$ cat src/rtl/ahb_slave_if.sv
// AHB slave front end: turns each valid AHB transfer into one request/acknowledge
// backend access, with wait states, the two-cycle ERROR response and a wait timeout.
module ahb_slave_if #(
  parameter int AHB_ADDR_WIDTH = 32,
  parameter int AHB_DATA_WIDTH = 32,
  parameter int TIMEOUT_CYCLES = 16
) (
  input  logic                        ahb_clk_in,
  input  logic                        ahb_rstn_in,
  input  logic                        ahb_sel_in,
  input  logic [AHB_ADDR_WIDTH-1:0]   ahb_addr_in,
  input  logic [1:0]                  ahb_trans_in,
  input  logic                        ahb_write_in,
  input  logic [2:0]                  ahb_size_in,
  input  logic [2:0]                  ahb_burst_in,
  input  logic [AHB_DATA_WIDTH/8-1:0] ahb_strb_in,
  input  logic [AHB_DATA_WIDTH-1:0]   ahb_wdata_in,
  input  logic                        ahb_ready_in,
  output logic                        ahb_readyout_out,
  output logic                        ahb_resp_out,
  output logic [AHB_DATA_WIDTH-1:0]   ahb_rdata_out,
  output logic                        slv_valid_out,
  output logic                        slv_write_out,
  output logic [AHB_ADDR_WIDTH-1:0]   slv_addr_out,
  output logic [2:0]                  slv_size_out,
  output logic [AHB_DATA_WIDTH/8-1:0] slv_strb_out,
  output logic [AHB_DATA_WIDTH-1:0]   slv_wdata_out,
  input  logic                        slv_ready_in,
  input  logic                        slv_error_in,
  input  logic [AHB_DATA_WIDTH-1:0]   slv_rdata_in
);

  localparam int         STRB_W   = AHB_DATA_WIDTH / 8;
  localparam logic [2:0] MAX_SIZE = 3'($clog2(STRB_W));
  localparam logic [7:0] TO_LAST  = 8'(TIMEOUT_CYCLES - 1);

  localparam logic [1:0] IDLE   = 2'd0;
  localparam logic [1:0] ACCESS = 2'd1;
  localparam logic [1:0] ERR1   = 2'd2;
  localparam logic [1:0] ERR2   = 2'd3;

  logic [1:0]                state_r;
  logic [1:0]                state_nxt_s;
  logic [AHB_ADDR_WIDTH-1:0] addr_r;
  logic                      write_r;
  logic [2:0]                size_r;
  logic [7:0]                cnt_r;
  logic [AHB_DATA_WIDTH-1:0] rdata_r;
  logic                      sample_s;
  logic                      valid_s;
  logic                      done_s;
  logic                      capture_s;
  logic                      unused_s;

  function automatic logic xfer_ok(input logic [AHB_ADDR_WIDTH-1:0] addr,
                                   input logic [2:0] size);
    logic misaligned;
    misaligned = 1'b0;
    for (int i = 0; i < 7; i++) begin
      if ((3'(i) < size) && addr[i]) begin
        misaligned = 1'b1;
      end
    end
    return (size <= MAX_SIZE) && !misaligned;
  endfunction

  assign unused_s  = ^ahb_burst_in;
  assign sample_s  = ahb_sel_in & ahb_ready_in & ahb_trans_in[1];
  assign valid_s   = xfer_ok(ahb_addr_in, ahb_size_in);
  assign done_s    = (state_r == ACCESS) & slv_ready_in & ~slv_error_in;
  // A new address phase is only accepted where the previous data phase is over.
  assign capture_s = sample_s & ((state_r == IDLE) | (state_r == ERR2) | done_s);

  // Next-state decode.
  always_comb begin
    state_nxt_s = state_r;
    case (state_r)
      IDLE, ERR2: begin
        if (sample_s) begin
          state_nxt_s = valid_s ? ACCESS : ERR1;
        end else begin
          state_nxt_s = IDLE;
        end
      end
      ACCESS: begin
        if (slv_ready_in) begin
          if (slv_error_in) begin
            state_nxt_s = ERR1;
          end else if (sample_s) begin
            state_nxt_s = valid_s ? ACCESS : ERR1;
          end else begin
            state_nxt_s = IDLE;
          end
        end else if (cnt_r >= TO_LAST) begin
          state_nxt_s = ERR1;
        end else begin
          state_nxt_s = ACCESS;
        end
      end
      ERR1:    state_nxt_s = ERR2;
      default: state_nxt_s = IDLE;
    endcase
  end

  // State, captured address phase, wait counter and held read data.
  always_ff @(posedge ahb_clk_in or negedge ahb_rstn_in) begin
    if (!ahb_rstn_in) begin
      state_r <= IDLE;
      addr_r  <= '0;
      write_r <= 1'b0;
      size_r  <= 3'd0;
      cnt_r   <= 8'd0;
      rdata_r <= '0;
    end else begin
      state_r <= state_nxt_s;
      if (capture_s) begin
        addr_r  <= ahb_addr_in;
        write_r <= ahb_write_in;
        size_r  <= ahb_size_in;
      end
      if (state_nxt_s == ACCESS && (state_r != ACCESS || done_s)) begin
        cnt_r <= 8'd0;
      end else if (state_r == ACCESS && !slv_ready_in && cnt_r != 8'hFF) begin
        cnt_r <= cnt_r + 8'd1;
      end
      if (done_s) begin
        rdata_r <= write_r ? '0 : slv_rdata_in;
      end
    end
  end

  // Bus response decode; read data is forwarded in the completing cycle.
  always_comb begin
    case (state_r)
      IDLE:    ahb_readyout_out = 1'b1;
      ACCESS:  ahb_readyout_out = slv_ready_in & ~slv_error_in;
      ERR1:    ahb_readyout_out = 1'b0;
      default: ahb_readyout_out = 1'b1;
    endcase
    ahb_resp_out = (state_r == ERR1) | (state_r == ERR2);
    if (done_s) begin
      ahb_rdata_out = write_r ? '0 : slv_rdata_in;
    end else begin
      ahb_rdata_out = rdata_r;
    end
  end

  assign slv_valid_out = (state_r == ACCESS);
  assign slv_write_out = write_r;
  assign slv_addr_out  = addr_r;
  assign slv_size_out  = size_r;
  assign slv_wdata_out = slv_valid_out ? ahb_wdata_in : '0;
  assign slv_strb_out  = slv_valid_out ? ahb_strb_in : '0;

endmodule

$ cat config.mk
export PLATFORM = sky130hd
export DESIGN_NAME = ahb_slave_if
export DESIGN_NICKNAME = d
export VERILOG_FILES = /design/src/rtl/ahb_slave_if.sv
export SDC_FILE = /design/constraint.sdc
export NUM_CORES = 1
export LEC_CHECK = 0
export CORE_MARGIN = 8
export CORE_UTILIZATION = 40
export DETAILED_ROUTE_END_ITERATION = 8
export PLACE_DENSITY = 0.87
export SYNTH_ARGS = -nofsm -noshare
export SYNTH_HDL_FRONTEND = slang
export SYNTH_SLANG_ARGS = --single-unit
export TNS_END_PERCENT = 100
$ cat constraint.sdc
create_clock -name ahb_clk_in -period 4.6 [get_ports ahb_clk_in]
set_clock_uncertainty 0.05 [all_clocks]
set_input_delay 0.69 -clock ahb_clk_in [delete_from_list [all_inputs] [get_ports ahb_clk_in]]
set_output_delay 0.69 -clock ahb_clk_in [all_outputs]
set_load 0.01 [all_outputs]
; Word level (Yosys, flattened, before mapping)
; Index checks and enable logic that the tools add are counted.
[totals]
inputBits = 115
output_inout_bits = 107
word_cells = 69
ff_bits = 78
[classes]
muxes = 20
magnitude_cmp = 9
eq_ne = 6
n_reduce_logical = 17
addsub = 1
n_bitwise = 10
[ops]
columns = cell, n
row1 = $mux W32, 3
row2 = $mux W8, 2
row3 = $logic_and A1 B1 Y1, 11
row4 = $mux W2, 5
row5 = $lt A3 B3 Y1 const A, 3
row6 = $add A8 B1 Y8 const B, 1
row7 = $ge A8 B4 Y1 const B, 1
row8 = $ne A8 B8 Y1 const B, 1
row9 = $mux W1, 7
row10 = $and A1 B1 Y1, 6
row11 = $lt A1 B3 Y1 const A, 2
row12 = $lt A2 B3 Y1 const A, 2
row13 = $pmux W2 S3, 1
row14 = $eq A2 B1 Y1 const B, 2
row15 = $eq A2 B2 Y1 const B, 2
row16 = $mux W4, 1
row17 = $le A3 B2 Y1 const B, 1
row18 = $or A1 B1 Y1, 3
row19 = $logic_not A1 Y1, 2
row20 = $logic_not A2 Y1, 1
row21 = $ne A2 B1 Y1 const B, 1
row22 = $pmux W1 S2, 1
row23 = $reduce_bool A2 Y1, 1
row24 = $reduce_or A2 Y1, 1
row25 = 2 further kinds, 2

; Depth between registers and ports, before layout
[logic_depth]
ltp_word = 19
ltp_mapped = 8
ltp_nobuf = 7

; Worst setup path before layout
; OpenSTA, ideal clock, no wires.
[synth_timing]
kind = input port to output port
from = input slv_error_in
to = output ahb_rdata_out[10]
n_path_buf = 2
stages = 4
t_arrival_ns = 1.604
required_time_ns = 3.860
setup_slack_ns = 2.256
cell_sequence = nand3b_1 -> clkbuf_1 -> clkbuf_1 -> o21ai_0
[synth_between]
elab_chain_cells = 3
[synth_rtl]
columns = element, line
row1 = "start, declared", 29  ; input logic slv_error_in,
row2 = $not A1 Y1, 70  ; assign done_s = (state_r == ACCESS) & slv_ready_in & ~slv_error_in;
row3 = $and A1 B1 Y1, 70
row4 = $mux W32, --
row5 = "end, declared", 21  ; output logic [AHB_DATA_WIDTH-1:0] ahb_rdata_out,
; Every way passes these cells.

; Worst setup path in the final report
[layout_timing]
from = input slv_ready_in
to = output ahb_rdata_out[20]
[layout_between]
elab_chain_cells = 3
[layout_rtl]
columns = element, line
row1 = "start, declared", 28  ; input logic slv_ready_in,
row2 = $and A1 B1 Y1 (2 in series), 70
row3 = $mux W32, --
; Every way passes these cells.

==> reports/metrics.yaml <==
status: "finished, final reports clean"
drc_errors: 0
drive_above_1_share_pct: 11.3
synth_edf_count: 0
final_area_um2: 6040
die_x_um: 110
grt_pass1_wl_um: 17500
synth_compound_area_share_pct: 6.94
netlist_area_um2: 3530
clk_pin_slew_ns: 0.07
postCtsSetupBuffers: 0
clock-sinks: 78
cp_max_fo: 59
antenna-diode-count: 0
crit_path_start_kind: "input port"
grt_pass1_vias: 3457
via_per_inst: 4.87
max_slew_margin_pct: 22.0
cts_max_path_buffers: 2
ctsResizeCount: 0
vias: 3166
critPathArrivalTime_ns: 2.83
worstHoldPathCells: 2
dieArea_um2: 12100
synthSimpleGateAreaFrac_pct: 21.0
ant_nets: 0
grt_max_degree: 79
synth_mux_area_share_pct: 11.8
io_buffers: 217
worst_path_most_repeated_cell: "clkdlybuf4s50_1"
htreeDepth: 3
cp_data_required_time_ns: 3.86
path_cells: "clkdlybuf4s50_1 > nand3b_1 > buf_12 > o21ai_0 > clkdlybuf4s50_1"
syn_inst: 325
finalSetupViolations: 0
power_leakage_nw: 2.53
worstSetupPathDepth: 5
cts_tree: "yes"
hold_viol: 0
hold_buffers: 0
cts_buffers: 9
timing.critical_path.max_delay_family: "buffers and inverters"
crit_path_end_kind: "primary output"
die_h_um: 110
setup_ws_ns: 1.03
fin_crit_ns: 3.57
antenna_found_initial: 0
synth_flop_cell: "dfrtp_1"
fin_crit_sh_pct: 77.7
tightestPinTransition_ns: 1.17
setup_tns_ns: 0
dp_hpwl_um: 9070
hp-class: "register to register"
ys_ff_latch: 78
core_area_um2: 8640
start_util_pct: 40.9
synthArstFlopShare_pct: 100
syn-num-nets: 444
overflow: 0
fmax_mhz: 280
grt.total_usage_pct: 18.6
power_density_nw_per_um2: 539
maxSlewViolCount: 0
path_buf_inv: 3
synth_top_family_by_area: "simple AND/OR/NAND/NOR gates"
nets: 657
ys_seq_area_share_pct: 55.3
routed_wl_um: 11700
placed_area_um2: 5800
std_cell_rows: 34
netlist-cell-type-count: 41
yosys.area_share.xor_xnor_pct: 0.992
hold_ws_ns: 0.444
crit_path_top_delay_cell: "clkdlybuf4s50_1"
worstSetupPathType: "input port to primary output"
rsz0062_at_grt: "false"
drt_pass1_iterations: 4
place.gp.congestion: 0.785
wire_per_inst_um: 18.0
root_buffer: "clkbuf_8"
clk_latency_ns: 0.33
vdd_drop_max_mv: 0.287
synthToLayoutAreaGrowth_pct: 71.0
rr_worst_depth: 6
slowest_delay_ns: 0.60
cap_violations: 0
yosys_warnings: 0
drtIter0Drc: 75
dpl_worst_slack_ns: 1.01
synth_area_per_cell_um2: 10.9
synthAdderAreaFrac_pct: 1.42
ioPinCount: 222
## per-layer routing
metal / vias to the layer above / track usage, % / share of wire, %
li1: 1504 / - / -
met1: 1501 / 18.3 / 35
met2: 149 / 34.5 / 52
met3: 12 / 7.97 / 12
met4: 0 / 5.40 / 1.2
met5: - / 0 / 0
## report_power, final
part	internal, mW	switching (mW)	total [mW]
Clock	0.372	0.237	0.609
Combinational	0.909	0.616	1.53
Sequential	0.968	0.156	1.12
Total	2.25	1.01	3.26
## through the flow
stage / total power, mW / util (%) / cells
6_report: 3.26 / 70.0 / 650
5_1_grt: 3.46 / 70.0 / 650
3_5_place_dp: 2.68 / 67.2 / 635
4_1_cts: 3.30 / 70.0 / 650
2_1_floorplan: 1.75 / - / 325
3_3_place_gp: 2.62 / 67.2 / 635
## final timing paths
kind	from	endpoint	slack, ns
worst max-delay path	slv_ready_in	ahb_rdata_out[20]	1.03
worst min register to register	rdata_r[9]	rdata_r[9]	0.44
min in group asynchronous	ahb_rstn_in	slv_addr_out[18]	0.46
max in group asynchronous	ahb_rstn_in	rdata_r[13]	3.38
worst min-delay path	rdata_r[9]	rdata_r[9]	0.44
worst max register to register	cnt_r[0]	cnt_r[3]	1.92
## synth_stat cells, drive strengths merged (2+ instances only)
| cell type | count | area [um^2] |
|---|---|---|
| dfrtp | 78 | 1950 |
| nand2 | 38 | 143 |
| and2 | 37 | 233 |
| mux2 | 36 | 405 |
| o21ai | 35 | 175 |
| nand2b | 32 | 200 |
| clkbuf | 13 | 48.8 |
| nor2 | 10 | 37.5 |
| buf | 5 | 26.3 |
| inv | 5 | 18.8 |
| ha | 4 | 50.1 |
| nand3 | 4 | 20.0 |
| nor4 | 3 | 25.0 |
| xnor2 | 3 | 26.3 |
| a21oi | 2 | 13.8 |
| nor3 | 2 | 15.0 |
## state kept, by name, summed over array words and instances, names as in the netlist
| name | count |
|---|---|
| rdata_r | 32 |
| slv_addr_out | 32 |
| cnt_r | 8 |
| slv_size_out | 3 |
| state_r | 2 |
| slv_write_out | 1 |
## cells by family after synthesis
kind of cell,Yosys count
mux,37
xor+xnor,4
fa+ha+maj,4
simple gates,135
flops,78
compound gates,44
buf+inv,23
## cell usage in the layout, fill, tap and decap left out, types with 3 or more instances in the layout
cell type,netlist,final
inv_1,5,5
clkdlybuf4s50_1,0,216
bufinv_16,0,3
nand2b_1,32,32
buf_4,1,3
nor2_1,10,10
nand2_1,38,38
clkbuf_8,0,10
nand3_1,4,4
ha_1,4,4
dfrtp_1,78,78
xnor2_1,3,3
and2_1,36,36
mux2_2,36,36
o21ai_0,34,34
## area by class of cell
class	count	area, um^2
fill	643	2590
sequential	78	1950
inverter	5	18.8
clock buffer	11	141
tap	108	135
multi-input combinational	224	1490
timing repair buffer	220	2200
clock inverter	4	95.1
## worst min-delay path, cell delays in order, from the launching register on
cell and delay, ns:
dfrtp_1 0.32, nand2_1 0.04, o21ai_0 0.09
Power figures use the tool's default switching activity.
